[src/rtl/cache_fe_arbiter_pkg.sv]
// Shared definitions for the cache front-end arbiter: FSM state encoding and
// the grant-index width helper.
package cache_fe_arbiter_pkg;

   typedef enum logic {
      ARB_IDLE = 1'b0,
      ARB_BUSY = 1'b1
   } arb_state_t;

   // Width of an index selecting one of n requesters (never less than 1 bit).
   function automatic int arb_idx_w(input int n);
      return (n > 1) ? $clog2(n) : 1;
   endfunction

endpackage

[src/rtl/cache_fe_arbiter_rr_priority_enc.sv]
// Combinational rotating priority encoder: picks the first set request bit
// scanning upward from ptr, wrapping modulo N.
module cache_fe_arbiter_rr_priority_enc #(
   parameter int N   = 2,
   parameter int M_W = 1
) (
   input  logic [N-1:0]   req,
   input  logic [M_W-1:0] ptr,
   output logic [M_W-1:0] sel,
   output logic           any_req
);

   logic [M_W-1:0] idx;

   // Walk offsets from the far end back to 0 so the nearest request wins.
   always_comb begin
      sel     = '0;
      idx     = '0;
      any_req = |req;
      for (int k = N - 1; k >= 0; k--) begin
         idx = M_W'((int'(ptr) + k) % N);
         if (req[idx]) sel = idx;
      end
   end

endmodule

[src/rtl/cache_fe_arbiter.sv]
// Shares one cache front-end native port between N_MASTERS requesters with a
// registered, one-transaction grant. Define FE_ARB_FIXED_PRIO_EN for fixed priority.
module cache_fe_arbiter
   import cache_fe_arbiter_pkg::*;
#(
   parameter int  N_MASTERS  = 2,
   parameter int  FE_ADDR_W  = 32,
   parameter int  FE_DATA_W  = 32,
   parameter int  FE_NBYTES  = FE_DATA_W / 8,
   parameter int  CTRL_CACHE = 0,
   localparam int M_W        = arb_idx_w(N_MASTERS),
   localparam int AW         = CTRL_CACHE + FE_ADDR_W
) (
   input  logic                           clk,
   input  logic                           reset,
   input  logic [N_MASTERS-1:0]           s_valid,
   input  logic [N_MASTERS*AW-1:0]        s_addr,
   input  logic [N_MASTERS*FE_DATA_W-1:0] s_wdata,
   input  logic [N_MASTERS*FE_NBYTES-1:0] s_wstrb,
   output logic [N_MASTERS-1:0]           s_ready,
   output logic [FE_DATA_W-1:0]           s_rdata,
   output logic                           m_valid,
   output logic [AW-1:0]                  m_addr,
   output logic [FE_DATA_W-1:0]           m_wdata,
   output logic [FE_NBYTES-1:0]           m_wstrb,
   input  logic                           m_ready,
   input  logic [FE_DATA_W-1:0]           m_rdata,
   output logic [M_W-1:0]                 grant,
   output logic                           busy
);

   arb_state_t     state, state_nxt;
   logic [M_W-1:0] grant_nxt;
   logic [M_W-1:0] sel;
   logic           any_req;

`ifdef FE_ARB_FIXED_PRIO_EN
   cache_fe_arbiter_rr_priority_enc #(.N(N_MASTERS), .M_W(M_W)) u_enc (
      .req     (s_valid),
      .ptr     ('0),
      .sel     (sel),
      .any_req (any_req)
   );
`else
   logic [M_W-1:0] rr_ptr, rr_ptr_nxt;

   cache_fe_arbiter_rr_priority_enc #(.N(N_MASTERS), .M_W(M_W)) u_enc (
      .req     (s_valid),
      .ptr     (rr_ptr),
      .sel     (sel),
      .any_req (any_req)
   );
`endif

   always_ff @(posedge clk or posedge reset) begin
      if (reset) begin
         state  <= ARB_IDLE;
         grant  <= '0;
`ifndef FE_ARB_FIXED_PRIO_EN
         rr_ptr <= '0;
`endif
      end else begin
         state  <= state_nxt;
         grant  <= grant_nxt;
`ifndef FE_ARB_FIXED_PRIO_EN
         rr_ptr <= rr_ptr_nxt;
`endif
      end
   end

   always_comb begin
      state_nxt  = state;
      grant_nxt  = grant;
`ifndef FE_ARB_FIXED_PRIO_EN
      rr_ptr_nxt = rr_ptr;
`endif
      m_valid    = 1'b0;
      m_addr     = '0;
      m_wdata    = '0;
      m_wstrb    = '0;
      s_ready    = '0;
      case (state)
         ARB_IDLE: begin
            if (any_req) begin
               state_nxt = ARB_BUSY;
               grant_nxt = sel;
            end
         end
         ARB_BUSY: begin
            m_valid        = s_valid[grant];
            m_addr         = s_addr[int'(grant)*AW +: AW];
            m_wdata        = s_wdata[int'(grant)*FE_DATA_W +: FE_DATA_W];
            m_wstrb        = s_wstrb[int'(grant)*FE_NBYTES +: FE_NBYTES];
            s_ready[grant] = m_ready;
            if (m_ready) begin
               state_nxt  = ARB_IDLE;
`ifndef FE_ARB_FIXED_PRIO_EN
               rr_ptr_nxt = (grant == M_W'(N_MASTERS - 1)) ? '0 : grant + 1'b1;
`endif
            end else if (!s_valid[grant]) begin
               // Requester abandoned its request: release without moving the pointer.
               state_nxt = ARB_IDLE;
            end
         end
         default: state_nxt = ARB_IDLE;
      endcase
   end

   assign busy    = (state == ARB_BUSY);
   assign s_rdata = m_rdata;

endmodule

[config.mk]
export PLATFORM = sky130hd
export DESIGN_NAME = cache_fe_arbiter
export DESIGN_NICKNAME = d
export VERILOG_FILES = /design/src/rtl/cache_fe_arbiter_pkg.sv /design/src/rtl/cache_fe_arbiter_rr_priority_enc.sv /design/src/rtl/cache_fe_arbiter.sv
export SDC_FILE = /design/constraint.sdc
export NUM_CORES = 1
export LEC_CHECK = 0
export CAP_MARGIN = 25
export CORE_AREA = 2 2 109 111
export CTS_BUF_LIST = sky130_fd_sc_hd__clkbuf_2
export DETAILED_ROUTE_END_ITERATION = 8
export DIE_AREA = 0 0 111 113
export PLACE_DENSITY = 0.57
export SETUP_SLACK_MARGIN = 0.1
export SLEW_MARGIN = 30
export SYNTH_ARGS = -nofsm -noshare
export SYNTH_HDL_FRONTEND = slang
export SYNTH_HIERARCHICAL = 1
export SYNTH_SLANG_ARGS = --single-unit
[constraint.sdc]
create_clock -name clk -period 2.6 [get_ports clk]
set_input_delay 0.78 -clock clk [delete_from_list [all_inputs] [get_ports clk]]
set_output_delay 0.78 -clock clk [all_outputs]
set_load 0.005 [all_outputs]
==> impl_metrics.toml <==
[sta]
finalHoldViolCount = 0
clock_skew_ns = 0.00182
fmax_ghz = 0.406
fin_crit_ns = 2.46
rsz0062_at_grt = "no"
setup_viol = 0
slew_headroom = 0.863
worst_pin_slew_ns = 0.200
finalCritPeriodShare = 0.947
slew_violations = 0
setup_tns_ns = 0

[floorplanning]
start_util = 0.148
ioPinCount = 278
die_w_um = 111
rows = 39
die_y_um = 113
core_area_um2 = 11300
dieArea_um2 = 12500

[worst_setup_path]
worstPathMaxFanout = 2
reg2reg_to = "grant$_DFFE_PP0P_"
worstRegToRegCells = 3
critPathArrivalTime_ns = 1.68
rrSetupSlack_ns = 1.36
crit_required_ns = 1.82
end_kind = "primary output"
critPathLaunchType = "input pin"
critPathKind = "input pin to primary output"
reg2reg_from = "busy$_DFF_PP0_"

[synthesis]
ys_warn_count = 6
seq_area_frac_synth = 0.0450
synth_largest_area_cell = "mux2i_1"
synth_top_area_frac = 0.414
synth.area.top_cells = "mux2i_1 (41%), nor2b_1 (26%), buf_4 (15%), buf_8 (6.3%), dfrtp_1 (4.5%)"
avgSynthCellArea_um2 = 8.29
syn_nets = 374
synth_cells = 201
ys_ff_latch = 3
yosys.cell_types.count = 17
synth.cell_area_um2 = 1670

[global_route]
grt_pass1_wl_um = 11100
grt_max_degree = 44
grt.total_usage = 0.108
gr-total-overflow = 0
grt_pass1_vias = 2072
antenna_found_initial = 0

[power]
power_uw = 2090
vdd_ir_drop_max_uv = 347
p_per_area_nw_per_um2 = 580
leakagePower_uw = 0.00162

[status]
outcome = "finished clean"

[clock_network]
hold_buffers = 0
htreeDepth = 1
cts_made_buffers = 3
cts.sinks = 3
clk_latency_ns = 0.21
cts.path.max_buffers = 2
cts_setup_buffers = 0
cts_root_buf = "clkbuf_2"
clkTransAtPathRegs_ns = 0.04
cts_tree = "yes"

[drt]
drcViolationCount = 0
wl_per_cell_um = 14.2
first_pass_iters = 2
vias = 2007
drt-initial-drc-count = 18
postRouteWirelength_um = 7390
ant_nets = 0
viasPerCell = 3.85

[placement]
gp_congestion = 0.764
placed_area_um2 = 3700
place_hpwl_um = 6390
numPlacedInstances = 517
portBuffers = 213

[worst_hold_path]
hold_class = "register to register"
min_to = "rr_ptr$_DFFE_PP0P_"
hold_start = "rr_ptr$_DFFE_PP0P_"
hold_depth = 1

[cells_and_area]
drive_above_1_share = 0.0820
layout_common_cells = "clkdlybuf4s50_1 (141), nor2b_1 (70), mux2i_1 (68)"
final_nets = 552
instances_no_fill = 521
diodes = 0
syn2layout_area_growth_pct = 116
stdcell_area_um2 = 3600
final_common_cell = "clkdlybuf4s50_1"

[job]
max_cap_viol_count = 0
-- synthesized netlist by cell type --
library cell   n
o21bai_1       1
and3b_1        1
mux2_2         1
dfrtp_1        3
a21o_1         1
and3_1         1
buf_6          1
nor2b_1       70
or2_1          1
buf_4         33
mux2i_1       69
buf_8          7
clkbuf_1       7
nand2_1        1
nand2b_1       1
a21boi_1       1
inv_1          2
-- repair_timing --
item,in CTS,in global routing
resized for setup,79,37
pin swaps,1,0
endpoints found under the setup margin,71,25
-- power breakdown --
part	internal, µW	switching (µW)	leakage [µW]
clock	40.6	25.7	0.0000166
combinational	1150	749	0.00157
sequential	75.1	48.1	0.0000339
total	1260	823	0.00162
-- registers in the layout, summed over array words and instances, names as in the netlist --
signal  cells
rr_ptr      1
grant       1
busy        1
-- how the worst max path moves through the flow --
stage | start | end | slack, ns | cells after the start
3_5_place_dp | s_valid[0] | m_valid | -0.25 | 4
3_3_place_gp | s_valid[0] | m_valid | -0.27 | 4
4_1_cts | s_valid[0] | m_valid | 0.02 | 4
5_1_grt | s_addr[19] | m_addr[19] | 0.10 | 4
6_report | s_valid[1] | m_valid | 0.14 | 4
2_1_floorplan | s_valid[1] | m_valid | 0.82 | 2
-- per-layer routing --
layer / vias to the layer above / global-route usage / share of wire
met5: - / 0 / 0
met4: 0 / 0.0425 / 0.032
met3: 38 / 0.0257 / 0.086
met2: 116 / 0.196 / 0.51
met1: 865 / 0.123 / 0.37
li1: 988 / - / -
-- cells by family after synthesis --
group           after synthesis  synth area share
simple gates                 75             0.282
mux                          70             0.421
buf+inv                      50             0.239
compound gates                3            0.0135
flops                         3            0.0450
-- stage by stage --
step / setup WS (ns) / hold WS, ns / util
3_3_place_gp: -0.266 / 0.477 / 0.328
6_report: 0.137 / 0.498 / 0.319
2_1_floorplan: 0.819 / 0.449 / -
3_5_place_dp: -0.254 / 0.486 / 0.328
5_1_grt: 0.100 / 0.515 / 0.319
4_1_cts: 0.0226 / 0.495 / 0.323
-- worst max-delay path: stages --
cell             delay (ns)
clkdlybuf4s50_1        0.51
mux2i_2                0.09
nor2b_1                0.16
clkbuf_2               0.14
-- cell type report --
class / count / area (µm²)
tap: 143 / 179
multi-input combinational: 148 / 1200
sequential: 3 / 80.1
clock buffer: 4 / 20.0
inverter: 2 / 7.51
fill: 1236 / 7670
timing repair buffer: 221 / 2110
No activity file was read; power rests on OpenSTA's default activity.
